**src/rtl/rf_write_arbiter_if.sv**
```systemverilog
// Bundles the FU-side request bus and RF-side write-port bus of rf_write_arbiter.
// Ports (slave = arbiter side): fu2arb_write_{vld,reg_id,data} in, fu2arb_write_rdy out,
//   arb2rf_write_rdy in, arb2rf_write_{vld,reg_id,data,fu} out, reg_write_back out.
interface rf_write_arbiter_if #(
  parameter int NUM_FU      = 4,
  parameter int NUM_WR_PORT = 2,
  parameter int REG_BIT     = 16,
  parameter int NUM_REG     = 8
);
  localparam int REG_ID_BIT = $clog2(NUM_REG);
  localparam int FU_ID_BIT  = $clog2(NUM_FU);

  logic [NUM_FU-1:0]                 fu2arb_write_vld;
  logic [NUM_FU-1:0]                 fu2arb_write_rdy;
  logic [NUM_FU*REG_ID_BIT-1:0]      fu2arb_write_reg_id;
  logic [NUM_FU*REG_BIT-1:0]         fu2arb_write_data;
  logic [NUM_WR_PORT-1:0]            arb2rf_write_vld;
  logic [NUM_WR_PORT-1:0]            arb2rf_write_rdy;
  logic [NUM_WR_PORT*REG_ID_BIT-1:0] arb2rf_write_reg_id;
  logic [NUM_WR_PORT*REG_BIT-1:0]    arb2rf_write_data;
  logic [NUM_WR_PORT*FU_ID_BIT-1:0]  arb2rf_write_fu;
  logic [NUM_REG-1:0]                reg_write_back;

  // Arbiter side.
  modport slave (
    input  fu2arb_write_vld, fu2arb_write_reg_id, fu2arb_write_data, arb2rf_write_rdy,
    output fu2arb_write_rdy, arb2rf_write_vld, arb2rf_write_reg_id, arb2rf_write_data,
           arb2rf_write_fu, reg_write_back
  );

  // Environment side (FUs + register file).
  modport master (
    output fu2arb_write_vld, fu2arb_write_reg_id, fu2arb_write_data, arb2rf_write_rdy,
    input  fu2arb_write_rdy, arb2rf_write_vld, arb2rf_write_reg_id, arb2rf_write_data,
           arb2rf_write_fu, reg_write_back
  );
endinterface

```
**src/rtl/rf_write_arbiter.sv**
```systemverilog
// Round-robin arbiter funnelling NUM_FU write requests onto NUM_WR_PORT register-file ports.
// Latency: 1 cycle from FU handshake to arb2rf_write_vld; a port drains and refills in one cycle.
// Backpressure: a port held by !arb2rf_write_rdy keeps its entry stable; FUs are granted only onto free ports.
// Ports: clk, rst (async, active high); arb_if (slave modport) carries the FU request bus,
//   the per-port RF write bus with source-FU tag, and the reg_write_back completion vector.
module rf_write_arbiter #(
  parameter int NUM_FU      = 4,
  parameter int NUM_WR_PORT = 2,
  parameter int REG_BIT     = 16,
  parameter int NUM_REG     = 8
) (
  input  logic              clk,
  input  logic              rst,
  rf_write_arbiter_if.slave arb_if
);
  localparam int REG_ID_BIT = $clog2(NUM_REG);
  localparam int FU_ID_BIT  = $clog2(NUM_FU);

  typedef struct packed {
    logic                  vld;
    logic [REG_ID_BIT-1:0] reg_id;
    logic [REG_BIT-1:0]    data;
    logic [FU_ID_BIT-1:0]  fu;
  } hold_t;

  hold_t                  hold_q [NUM_WR_PORT];
  hold_t                  hold_d [NUM_WR_PORT];
  logic [FU_ID_BIT-1:0]   rr_ptr_q;
  logic [FU_ID_BIT-1:0]   rr_ptr_d;
  logic [NUM_WR_PORT-1:0] port_fire;
  logic [NUM_WR_PORT-1:0] port_free;
  logic [NUM_WR_PORT-1:0] port_load;
  logic [FU_ID_BIT-1:0]   port_src [NUM_WR_PORT];
  logic [NUM_FU-1:0]      grant;

  // A port is free when empty or when its entry is being accepted right now,
  // which lets it refill in the same cycle it drains.
  always_comb begin
    port_fire = '0;
    port_free = '0;
    for (int p = 0; p < NUM_WR_PORT; p++) begin
      port_fire[p] = hold_q[p].vld & arb_if.arb2rf_write_rdy[p];
      port_free[p] = ~hold_q[p].vld | port_fire[p];
    end
  end

  // Scan FUs starting at rr_ptr; each requester takes the lowest-index free port
  // not yet claimed this cycle. Grants never look at fu2arb_write_rdy.
  always_comb begin
    logic [NUM_WR_PORT-1:0] taken;
    logic                   placed;
    logic [FU_ID_BIT-1:0]   idx;
    grant     = '0;
    port_load = '0;
    taken     = '0;
    placed    = 1'b0;
    idx       = '0;
    rr_ptr_d  = rr_ptr_q;
    for (int p = 0; p < NUM_WR_PORT; p++) begin
      port_src[p] = '0;
    end
    for (int k = 0; k < NUM_FU; k++) begin
      idx    = FU_ID_BIT'((int'(rr_ptr_q) + k) % NUM_FU);
      placed = 1'b0;
      if (arb_if.fu2arb_write_vld[idx]) begin
        for (int p = 0; p < NUM_WR_PORT; p++) begin
          if (!placed && port_free[p] && !taken[p]) begin
            taken[p]     = 1'b1;
            placed       = 1'b1;
            port_load[p] = 1'b1;
            port_src[p]  = idx;
          end
        end
        if (placed) begin
          grant[idx] = 1'b1;
          rr_ptr_d   = FU_ID_BIT'((int'(idx) + 1) % NUM_FU);
        end
      end
    end
  end

  always_comb begin
    for (int p = 0; p < NUM_WR_PORT; p++) begin
      hold_d[p] = hold_q[p];
      if (port_load[p]) begin
        hold_d[p].vld    = 1'b1;
        hold_d[p].reg_id = arb_if.fu2arb_write_reg_id[int'(port_src[p])*REG_ID_BIT +: REG_ID_BIT];
        hold_d[p].data   = arb_if.fu2arb_write_data[int'(port_src[p])*REG_BIT +: REG_BIT];
        hold_d[p].fu     = port_src[p];
      end else if (port_free[p]) begin
        hold_d[p].vld = 1'b0;
      end
    end
  end

  always_ff @(posedge clk or posedge rst) begin
    if (rst) begin
      rr_ptr_q <= '0;
      for (int p = 0; p < NUM_WR_PORT; p++) begin
        hold_q[p] <= '0;
      end
    end else begin
      rr_ptr_q <= rr_ptr_d;
      for (int p = 0; p < NUM_WR_PORT; p++) begin
        hold_q[p] <= hold_d[p];
      end
    end
  end

  // Ports are all free while in reset, so the raw grant vector is masked here.
  assign arb_if.fu2arb_write_rdy = rst ? '0 : grant;

  always_comb begin
    arb_if.arb2rf_write_vld    = '0;
    arb_if.arb2rf_write_reg_id = '0;
    arb_if.arb2rf_write_data   = '0;
    arb_if.arb2rf_write_fu     = '0;
    arb_if.reg_write_back      = '0;
    for (int p = 0; p < NUM_WR_PORT; p++) begin
      arb_if.arb2rf_write_vld[p]                            = hold_q[p].vld;
      arb_if.arb2rf_write_reg_id[p*REG_ID_BIT +: REG_ID_BIT] = hold_q[p].reg_id;
      arb_if.arb2rf_write_data[p*REG_BIT +: REG_BIT]         = hold_q[p].data;
      arb_if.arb2rf_write_fu[p*FU_ID_BIT +: FU_ID_BIT]       = hold_q[p].fu;
      // Register 0 is hardwired in the RF, so its writes never signal completion.
      if (port_fire[p] && (hold_q[p].reg_id != '0)) begin
        arb_if.reg_write_back[hold_q[p].reg_id] = 1'b1;
      end
    end
  end
endmodule

```
**src/flat_wrapper.sv**
```systemverilog
// flat-port wrapper written by rule: the top's interface ports become plain ports
module rf_write_arbiter_flat 
#(
  parameter int NUM_FU      = 4,
  parameter int NUM_WR_PORT = 2,
  parameter int REG_BIT     = 16,
  parameter int NUM_REG     = 8
)
  (clk, rst, arb_if_fu2arb_write_vld, arb_if_fu2arb_write_reg_id, arb_if_fu2arb_write_data, arb_if_arb2rf_write_rdy, arb_if_fu2arb_write_rdy, arb_if_arb2rf_write_vld, arb_if_arb2rf_write_reg_id, arb_if_arb2rf_write_data, arb_if_arb2rf_write_fu, arb_if_reg_write_back);
  rf_write_arbiter_if #(.NUM_FU(NUM_FU), .NUM_WR_PORT(NUM_WR_PORT), .REG_BIT(REG_BIT), .NUM_REG(NUM_REG)) arb_if_i ();
  input  logic clk;
  input  logic rst;
  input wire logic [$bits(arb_if_i.fu2arb_write_vld)-1:0] arb_if_fu2arb_write_vld;
  input wire logic [$bits(arb_if_i.fu2arb_write_reg_id)-1:0] arb_if_fu2arb_write_reg_id;
  input wire logic [$bits(arb_if_i.fu2arb_write_data)-1:0] arb_if_fu2arb_write_data;
  input wire logic [$bits(arb_if_i.arb2rf_write_rdy)-1:0] arb_if_arb2rf_write_rdy;
  output wire logic [$bits(arb_if_i.fu2arb_write_rdy)-1:0] arb_if_fu2arb_write_rdy;
  output wire logic [$bits(arb_if_i.arb2rf_write_vld)-1:0] arb_if_arb2rf_write_vld;
  output wire logic [$bits(arb_if_i.arb2rf_write_reg_id)-1:0] arb_if_arb2rf_write_reg_id;
  output wire logic [$bits(arb_if_i.arb2rf_write_data)-1:0] arb_if_arb2rf_write_data;
  output wire logic [$bits(arb_if_i.arb2rf_write_fu)-1:0] arb_if_arb2rf_write_fu;
  output wire logic [$bits(arb_if_i.reg_write_back)-1:0] arb_if_reg_write_back;
  assign arb_if_i.fu2arb_write_vld = arb_if_fu2arb_write_vld;
  assign arb_if_i.fu2arb_write_reg_id = arb_if_fu2arb_write_reg_id;
  assign arb_if_i.fu2arb_write_data = arb_if_fu2arb_write_data;
  assign arb_if_i.arb2rf_write_rdy = arb_if_arb2rf_write_rdy;
  assign arb_if_fu2arb_write_rdy = arb_if_i.fu2arb_write_rdy;
  assign arb_if_arb2rf_write_vld = arb_if_i.arb2rf_write_vld;
  assign arb_if_arb2rf_write_reg_id = arb_if_i.arb2rf_write_reg_id;
  assign arb_if_arb2rf_write_data = arb_if_i.arb2rf_write_data;
  assign arb_if_arb2rf_write_fu = arb_if_i.arb2rf_write_fu;
  assign arb_if_reg_write_back = arb_if_i.reg_write_back;
  rf_write_arbiter #(.NUM_FU(NUM_FU), .NUM_WR_PORT(NUM_WR_PORT), .REG_BIT(REG_BIT), .NUM_REG(NUM_REG)) u_core (.clk(clk), .rst(rst), .arb_if(arb_if_i));
endmodule
```
**config.mk**
```make
export PLATFORM = sky130hd
export DESIGN_NAME = rf_write_arbiter_flat
export DESIGN_NICKNAME = d
export VERILOG_FILES = /design/src/rtl/rf_write_arbiter_if.sv /design/src/rtl/rf_write_arbiter.sv /design/src/flat_wrapper.sv
export SDC_FILE = /design/constraint.sdc
export NUM_CORES = 1
export LEC_CHECK = 0
export CORE_ASPECT_RATIO = 0.5
export CORE_UTILIZATION = 40
export CTS_CLUSTER_DIAMETER = 80
export CTS_CLUSTER_SIZE = 16
export DETAILED_ROUTE_END_ITERATION = 6
export PLACE_DENSITY = 0.81
export SLEW_MARGIN = 20
export SYNTH_ARGS = -nofsm -noshare
export SYNTH_HDL_FRONTEND = slang
export SYNTH_SLANG_ARGS = --single-unit
```
**constraint.sdc**
```tcl
create_clock -name clk -period 5 [get_ports clk]
set_clock_uncertainty 0.05 [all_clocks]
set_input_delay 1 -clock clk [delete_from_list [all_inputs] [get_ports clk]]
set_output_delay 1 -clock clk [all_outputs]
set_load 0.05 [all_outputs]
```
=== Word-level counts from Yosys, hierarchy flattened ===
Cells that the tools add are included.

* Add/sub/neg operators: 6
* $mul: 2
* Magnitude comparators: 12
* Shifts and indexed selects: 4
* Mux-type cells: 82
* Bitwise gates (word level): 10
* Reductions and logical operators: 32

{| class="wikitable"
|+ Operator list
! cell !! number
|-
| $shiftx A64 B7 Y16 || 2
|-
| $shiftx A12 B32 Y3 || 2
|-
| $mux W4 || 13
|-
| $mux W2 || 20
|-
| $mux W1 || 37
|-
| $logic_and A1 B1 Y1 || 18
|-
| $mux W8 || 2
|-
| $lt A2 B3 Y1 const B || 4
|-
| $or A4 B4 Y4 || 3
|-
| $logic_not A1 Y1 || 10
|-
| $add A2 B1 Y2 const B || 4
|-
| $bmux W1 S2 || 4
|-
| $demux W1 S2 || 4
|-
| $ge A2 B1 Y1 const B || 4
|-
| $lt A3 B4 Y1 const B || 2
|-
| $mul A2 B2 Y4 const B || 2
|-
| $or A8 B8 Y8 || 1
|-
| $demux W1 S3 || 2
|-
| $ge A3 B1 Y1 const B || 2
|-
| $reduce_bool A3 Y1 || 2
|-
| $add A2 B2 Y2 const B || 2
|-
| $reduce_bool A2 Y1 || 2
|-
| $and A1 B1 Y1 || 2
|-
| $not A1 Y1 || 2
|-
| $or A1 B1 Y1 || 2
|}

* Bits in registers: 46
* Input bits: 84
* Output and inout bits: 56
* Logic and storage cells: 157

=== Depth between registers and ports, before layout ===
Gate-level depths: netlist (run 1).

* Word-level depth: 38
* Mapped depth: 15
* Mapped depth without buffers: 10

=== Worst setup path before layout (run 1) ===
Ideal clock, no wire load.

* Path kind: input port to output port
* Start: input arb_if_fu2arb_write_vld[1]
* End: output arb_if_fu2arb_write_rdy[0]
* Arrival time: 3.237 ns
* Data required time: 3.950 ns
* Setup slack: 0.713 ns
* Stages: 9
* Buffers on the path: 1
* Cells stage by stage: mux4_2 -> buf_6 -> nor2_2 -> nand2_1 -> o21ai_0 -> a21oi_1 -> nor2b_1 -> nand2_1 -> a21oi_1

* Cells in the longest elaborated chain, start to end: 23

{| class="wikitable"
|+ RTL lines
! element !! RTL line !! source
|-
| from (decl) || flat_wrapper.sv:13 || <nowiki>input wire logic [$bits(arb_if_i.fu2arb_write_vld)-1:0] arb_if_fu2arb_write_vld;</nowiki>
|-
| $bmux W1 S2 || rf_write_arbiter.sv:65 || <nowiki>if (arb_if.fu2arb_write_vld[idx]) begin</nowiki>
|-
| $mux W1 (implied by the code) || rf_write_arbiter.sv:65 ||
|-
| $mux W2 || rf_write_arbiter.sv:65 ||
|-
| $logic_not A1 Y1 || rf_write_arbiter.sv:67 || <nowiki>if (!placed && port_free[p] && !taken[p]) begin</nowiki>
|-
| $logic_and A1 B1 Y1 || rf_write_arbiter.sv:67 ||
|-
| $mux W1 || rf_write_arbiter.sv:67 ||
|-
| $mux W2 or $mux W1 (tied branches) || rf_write_arbiter.sv:65 ||
|-
| $logic_not A1 Y1 || rf_write_arbiter.sv:67 ||
|-
| [... 7 more ...] || - ||
|-
| $logic_not A1 Y1 or $mux W2 (tied branches) || rf_write_arbiter.sv:67, rf_write_arbiter.sv:65 ||
|-
| $logic_and A1 B1 Y1 or $logic_not A1 Y1 (tied branches) || rf_write_arbiter.sv:67 ||
|-
| $logic_and A1 B1 Y1 || rf_write_arbiter.sv:67 ||
|-
| $mux W1 || rf_write_arbiter.sv:67 ||
|-
| $mux W1 || rf_write_arbiter.sv:65 ||
|-
| $mux W4 || rf_write_arbiter.sv:74 || <nowiki>if (placed) begin</nowiki>
|-
| $mux W4 (*) || rf_write_arbiter.sv:65 ||
|-
| $mux W4 (*) || rf_write_arbiter.sv:111 || <nowiki>assign arb_if.fu2arb_write_rdy = rst ? '0 : grant;</nowiki>
|-
| to (decl) || flat_wrapper.sv:17 || <nowiki>output wire logic [$bits(arb_if_i.fu2arb_write_rdy)-1:0] arb_if_fu2arb_write_rdy;</nowiki>
|}

Mark *: on every way between the ends. The rest lies on a longest branch, timed or not. The select of a mux whose other input is x is not followed.

=== Worst setup path after layout (run 1) ===
* Start: input arb_if_fu2arb_write_vld[3]
* End: output arb_if_fu2arb_write_rdy[0]

Same word-level chain as after synthesis.

==> results of run 1 <==
[cells in the final DEF, fill, tap and decap left out, types with 3 or more instances in the layout]
cell type	instances
buf_12	4
o31ai_1	19
o22ai_1	5
nand4_1	4
xnor2_1	3
inv_1	3
nor2_1	11
mux2_4	39
ha_1	8
a21o_1	3
mux2i_1	46
nand2b_1	6
mux4_2	3
o21ai_0	10
a22oi_1	38
dfrtp_1	46
nand2_1	19
nand3_1	3
clkdlybuf4s50_1	134
clkbuf_16	5
nand3b_1	3
o21ai_1	21
buf_4	13
a21oi_1	17
nor2b_1	3
a222oi_1	4
[cell type report]
| type | instances | area, sq um |
|---|---|---|
| multi-input cells | 293 | 2480 |
| fillers | 780 | 3560 |
| repair buffers | 151 | 1520 |
| well taps | 117 | 146 |
| inverters | 5 | 18.8 |
| clock buffers | 7 | 133 |
| flip-flops and latches | 46 | 1150 |
[how the worst max path moves through the flow]
stage	cells past startpoint	end	from
after CTS	10	arb_if_fu2arb_write_rdy[0]	arb_if_fu2arb_write_vld[3]
after floorplan	9	arb_if_fu2arb_write_rdy[0]	arb_if_fu2arb_write_vld[1]
after detailed placement	10	arb_if_fu2arb_write_rdy[0]	arb_if_fu2arb_write_vld[3]
after global routing	10	arb_if_fu2arb_write_rdy[0]	arb_if_fu2arb_write_vld[3]
after global placement	10	arb_if_fu2arb_write_rdy[0]	arb_if_fu2arb_write_vld[3]
final	10	arb_if_fu2arb_write_rdy[0]	arb_if_fu2arb_write_vld[3]
[flip-flops by register name, indices dropped and copies added (netlist names)]
| register | flops |
|---|---|
| u_core.arb_if.arb2rf_write_fu | 4 |
| u_core.rr_ptr_q | 2 |
| u_core.arb_if.arb2rf_write_reg_id | 6 |
| u_core.arb_if.arb2rf_write_data | 32 |
| u_core.arb_if.arb2rf_write_vld | 2 |
[stage by stage]
step | hold WS [ps] | util | instance area [sq um]
2_1_floorplan | 695 | - | 3830
3_3_place_gp | 410 | 0.590 | 5310
3_5_place_dp | 424 | 0.590 | 5310
4_1_cts | 442 | 0.604 | 5450
5_1_grt | 452 | 0.605 | 5450
6_report | 438 | 0.605 | 5450
[metal layers]
layer,share of wire,vias to the layer above,track usage,wire (um)
met4,0.016,0,0.0592,179
met5,0,-,0,0
met2,0.51,109,0.403,5710
li1,-,1698,-,-
met1,0.43,1762,0.294,4920
met3,0.044,16,0.0247,493
[cell families (layout without fill, tap and decap cells)]
group,count (synthesis),after routing
multiplexers,91,91
other,1,1
flip-flops,46,46
buffers and inverters,36,163
adder cells (fa/ha/maj),8,8
XOR/XNOR,4,4
AND/OR/NAND/NOR,57,57
AO/OA/AOI/OAI,132,132
==> summary by stage, run 1 <==
Status
The flow ran to the end, and the final reports show no timing, DRC or antenna violations.

CTS
The H-tree generated during clock tree synthesis spans 2 levels. The number of buffers inserted during clock tree synthesis is 5. The clock tree from TritonCTS is yes. The later pin in the worst-skew pair is clocked with a latency of 270 ps. The number of buffers between clock root and the deepest sink is 2. After clock tree synthesis, the flow added hold-fix buffers numbering 0. The total number of clock tree sinks is between 40 and 50.

The buffer count from post-CTS setup fixing is 0. The number of gates resized after CTS was 0. The buffer type at the clock tree root is clkbuf_16.

Clock-pin slew was measured on the worst setup and hold paths at roughly 60 ps.

Setup path
STA classifies the critical path startpoint as a primary input. The capture instance of the worst register-to-register path is u_core.arb_if.arb2rf_write_data[20]. In this run the register-to-register setup slack is 1540 ps.

The signal on the critical path passes through clkdlybuf4s50_1 -> mux4_2 -> nor2_2 -> nand2_1 -> o21ai_0 -> a21oi_1 -> nor2b_1 -> nand2_1 -> a21oi_1 -> buf_12. The startpoint of the worst register-to-register path is u_core.rr_ptr_q[1]. The dominant delay contributor by cell family on the critical path is simple AND/OR/NAND/NOR gates. The top fanout value on the critical path is 9. The slowest stage of the critical path is the mux4_2 cell. The count of buffer and inverter cells on the critical path is 2. The critical path in this run is classified as in -> out. The required time of the worst setup path is 3950 ps. Data arrives at the worst endpoint at approximately 3700 ps. The worst register-to-register path has a depth of 12. The endpoint kind of the worst setup timing path is a primary output. On the worst path, the slowest cell contributes a delay of 630 ps.

Logic synthesis
The number of flip-flops and latches in the synthesized netlist is 46. The largest area contributor in the synthesized netlist is dfrtp_1. By area the synthesized netlist is led by dfrtp_1 (30%), mux2_4 (15%), mux2i_1 (12%), a22oi_1 (7.4%), o31ai_1 (3.7%). The top-area cell type share of the netlist area is 0.300.

The simple-gate portion of the synthesized area is 0.0763. The combinational family with the most area after synthesis is multiplexers. Counting flops with an async set or reset pin after synthesis yields a share of 1.00. The multiplexer fraction of the synthesized cell area is 0.299.

The mean instance size in the synthesized netlist is 10.2 sq um. The netlist uses 47 different library cells. The area of the mapped netlist is 3830 sq um. The Yosys step of the flow raised 0 warnings.

The adder-cell share of the synthesized area is 0.0261. Counting instances in the post-synthesis netlist gives the leading cell types as dfrtp_1 (46), mux2i_1 (46), mux2_4 (39). The compound-gate portion of the synthesized area is 0.231. Of the total synthesized cell area, the portion taken by XOR and XNOR cells is 0.00914.

The most used flip-flop cell after synthesis is dfrtp_1. Synthesis produced a netlist with a net count of between 400 and 500. In this run, synthesis inferred 0 flip-flops with an integrated enable. The cell count after synthesis came out at 375. The sequential area share after synthesis is 0.300.

Detailed routing
The number of vias per cell is around 5.8. The count of vias placed by the detailed router is 3585. For this block, the initial DRC count from the detailed router was 202.

For this run, design rule violations remaining after detail routing come to 0. The routed length per instance is between 15 and 20 um. For this run, the detailed router's first-pass iteration total came to 4. The number of nets still failing antenna checks after routing is 0.

The final layout contains routed wiring with a total length of 11.3 mm.

Global route
The overall global routing resource usage is 0.225. The initial antenna violation count is 0. The via count of the first global-routing pass was 3499. The global-route wire length before repair is 18.0 mm. The total congestion overflow is 0. The maximum number of pins on one net before global-route repair is 47.

Timing
Of the available clock period, the critical path in the final layout requires 0.944. Setup repair after global routing left no endpoint under its margin. The max-slew violation total from the final report is 0. In the final timing run, aggregate negative setup slack is 0 ps.

The final setup violation count is 0. The minimum clock period is 4720 ps. The actual transition at the worst max-transition pin is 948 ps. The worst-case headroom to the max-slew limit is 0.367. In the post-route analysis, the smallest setup slack over all paths is 282 ps. Static timing analysis puts the maximum clock frequency at 212 MHz. The number of hold violations in the final report is 0.

Floorplan
The effective utilization at floorplan is 0.426. The vertical extent of the die is 71.2 um. 140 I/O pins were placed. The core region is ~9000 sq um.

The floorplan step set the die width to 140 um. The cell row count is 24. The die covers between 10000 and 15000 sq um.

Flow run
Max-cap violations in this run came to 0.

Hold path
The endpoint with the worst hold slack is u_core.arb_if.arb2rf_write_fu[1]. The cell count of the worst hold path is 1. The startpoint identified for the worst hold timing path is u_core.arb_if.arb2rf_write_fu[1]. The path class of the tightest hold or removal check is reg -> reg.

Layout
The share of final-layout standard cells stronger than drive strength 1 is 0.147. The number of antenna cells inserted is 0. The post-layout net count is 594. The finished layout holds between 600 and 700 standard cells, fillers aside. Relative to the synthesized area, the layout overhead comes to 42.2%.

Placement
The final RePlAce weighted congestion is a little under 1. The worst setup slack after placement is 324 ps. The port buffer count is between 100 and 150. The count of placed standard cells including taps is between 600 and 700.

Detailed placement ended at an HPWL of 8.13 mm.
Power of run 1 is left out: the tool's default activity adds up to more than one toggle a clock period on the data nets, which glitch-free logic cannot reach.
==> inputs of run 2 (changes only) <==
--- a/config.mk
+++ b/config.mk
@@ -11,7 +11,7 @@
 export CTS_CLUSTER_SIZE = 16
 export DETAILED_ROUTE_END_ITERATION = 6
 export PLACE_DENSITY = 0.81
-export SLEW_MARGIN = 20
+export SLEW_MARGIN = 40
 export SYNTH_ARGS = -nofsm -noshare
 export SYNTH_HDL_FRONTEND = slang
 export SYNTH_SLANG_ARGS = --single-unit
==> run 2 against run 1 <==
Effect of this change:
- core utilization is essentially flat
- sequential cell count unchanged
- fmax is 0.40% lower
- critical path depth is the same
- count of clock-buffer cells in the layout is the same
- register-to-register slack worse by 20 ps
- non-clock buffer count did not move
- wire length shrank 0.79%
- final cell count stayed put
- cell area about the same
- critical path type unchanged
- critical endpoint is now arb_if_fu2arb_write_rdy[3]
- highest routed layer unchanged
==> summary by stage, run 2 (same netlist as run 1, synthesis figures left out) <==
Timing
The final setup violation count is 0 (unchanged). The minimum clock period is 4740 ps (+18.9 ps). The actual transition at the worst max-transition pin was 703 ps (-245 ps). The upper clock frequency limit is 211 MHz (-0.40%). The final critical-path share of the clock period is 0.947 (+0.00378). The worst-case headroom to the max-slew limit is 0.531 (+0.164). Setup repair after global routing left no endpoint under its margin. The number of hold violations in the final report is 0 (unchanged). The final sum of negative setup slack is 0 ps (unchanged). The max-slew violation total from the final report came to 0 (unchanged).

Placement
The count of placed standard cells including taps is 612 (unchanged). The final RePlAce weighted congestion is 0.965 (unchanged). The port buffer count is 138 (unchanged).

The HPWL after detailed placement came to 8.08 mm (-0.55%). The cell area after placement is 5320 sq um (+0.19%).

Layout
The flip-flop count of the largest register after layout is 32 (unchanged). In the layout the commonest cells are clkdlybuf4s50_1 (134), mux2i_1 (46), dfrtp_1 (46). The post-layout net count is 594 (unchanged). The share of final-layout standard cells stronger than drive strength 1 was 0.147 (unchanged). The area growth from synthesis to layout is 42.3% (about the same). The area of all placed cells without fillers is 5460 sq um (about the same). The most common cell after layout, fill and taps aside is clkdlybuf4s50_1.

The final non-filler cell total is 619 (unchanged). The number of antenna cells inserted was 0 (unchanged).

Detailed routing
The number of nets still failing antenna checks after routing is 0 (unchanged). The routed length per instance was 18.1 um (-0.79%). The initial detailed-routing violation count is 190 (-5.9%). The number of DRC violations after detailed routing is 0 (unchanged).

The number of vias per cell came to 5.72 (-1.2%). The total wire length after detailed routing came to 11.2 mm (-0.79%). The count of vias placed by the detailed router was 3543 (-1.2%).

The detailed-router iteration count before antenna repair is 6 (+2).

Global route
The total congestion overflow is 0 (unchanged). The overall global routing resource usage is 0.225 (-0.000333). The via count of the first global-routing pass came to 3480 (-0.54%). The global-route wire length before repair is 18.0 mm (unchanged). The initial antenna violation count is 0 (unchanged). The maximum number of pins on one net before global-route repair came to 47 (unchanged).

CTS
The number of buffers inserted during clock tree synthesis is 5 (unchanged). The post-CTS clock slew at the launch and capture registers of the worst setup and hold paths is 60 ps (about the same). The number of buffers between clock root and the deepest sink was 2 (unchanged).

The number of gates given a new drive strength after cts is 0 (unchanged). The clock tree from TritonCTS is yes. The count of hold-fix buffers inserted at cts is 0 (unchanged). The tree is rooted in a clkbuf_16.

The CTS H-tree depth is 2 (unchanged). The buffer count from post-CTS setup fixing is 0 (unchanged). The clock latency at the later pin of the worst-skew pair is 270 ps (about the same). The total number of clock tree sinks is 46 (unchanged).

Setup path
STA classifies the critical path startpoint as a primary input. The classification of the worst setup path is in -> out. The required time of the worst setup path was 3950 ps (about the same). The data arrival time of the critical path is 3690 ps (+20 ps). STA classifies the critical path endpoint as a primary output. The top fanout value on the critical path is 9 (unchanged).

Floorplan
The die area is 10000 sq um (unchanged). The die outline width was 140 um (unchanged). The total I/O pin count is 140 (unchanged). The effective utilization at floorplan is 0.426 (unchanged). The area of the placeable core is 9010 sq um (unchanged). The cell row count came to 24 (unchanged). The vertical extent of the die is 71.2 um (unchanged).

Status
The flow ran to the end, and the final reports show no timing, DRC or antenna violations.

Hold path
The worst hold path belongs to the class reg -> reg.

Flow run
The max capacitance violation total came to 0 (unchanged).
==> run 2: cell counts in the layout (fill, tap and decap cells not counted) <==
Identical to the previous run, type by type.
==> run 2: worst max-delay path, stage by stage <==
cell             delay, ps
clkdlybuf4s50_1        540
mux4_2                 630
nor2_2                 210
nand2_1                140
o21ai_0                130
a21oi_1                 90
nor2b_1                380
nand2_1                100
a21oi_1                300
buf_12                 180
==> run 2: path summary, 6_finish.rpt <==
path | startpoint | to | slack [ps] | cells past startpoint
min in group asynchronous | rst | u_core.arb_if.arb2rf_write_data[2] | 1180 | 2
worst min register to register | u_core.arb_if.arb2rf_write_fu[3] | u_core.arb_if.arb2rf_write_fu[3] | 440 | 1
worst max-delay path | arb_if_fu2arb_write_vld[3] | arb_if_fu2arb_write_rdy[3] | 260 | 10
worst max register to register | u_core.rr_ptr_q[1] | u_core.arb_if.arb2rf_write_data[20] | 1520 | 12
max in group asynchronous | rst | u_core.arb_if.arb2rf_write_data[14] | 3340 | 2
worst min-delay path | u_core.arb_if.arb2rf_write_fu[3] | u_core.arb_if.arb2rf_write_fu[3] | 440 | 1
==> run 2: metal layers <==
| metal | GRT usage | vias up | part of all wire |
|---|---|---|---|
| li1 | - | 1697 | - |
| met1 | 0.295 | 1739 | 0.45 |
| met2 | 0.401 | 91 | 0.50 |
| met3 | 0.0261 | 16 | 0.035 |
| met4 | 0.0568 | 0 | 0.016 |
| met5 | 0 | - | 0 |
==> run 2: area by class of cell <==
class                   instances  area, sq um
clock buffers                   7          133
fillers                       760         3550
multi-input cells             293         2480
flip-flops and latches         46         1150
repair buffers                151         1520
well taps                     117          146
inverters                       5         21.3
==> run 2: metrics by stage <==
step           utilization  worst slack, ps  hold slack [ps]
6_report             0.606              263              443
5_1_grt              0.606              134              476
4_1_cts              0.606              325              452
3_5_place_dp         0.591              355              424
3_3_place_gp         0.590              389              410
2_1_floorplan            -              713              695
Power of run 2 is left out for the same reason.
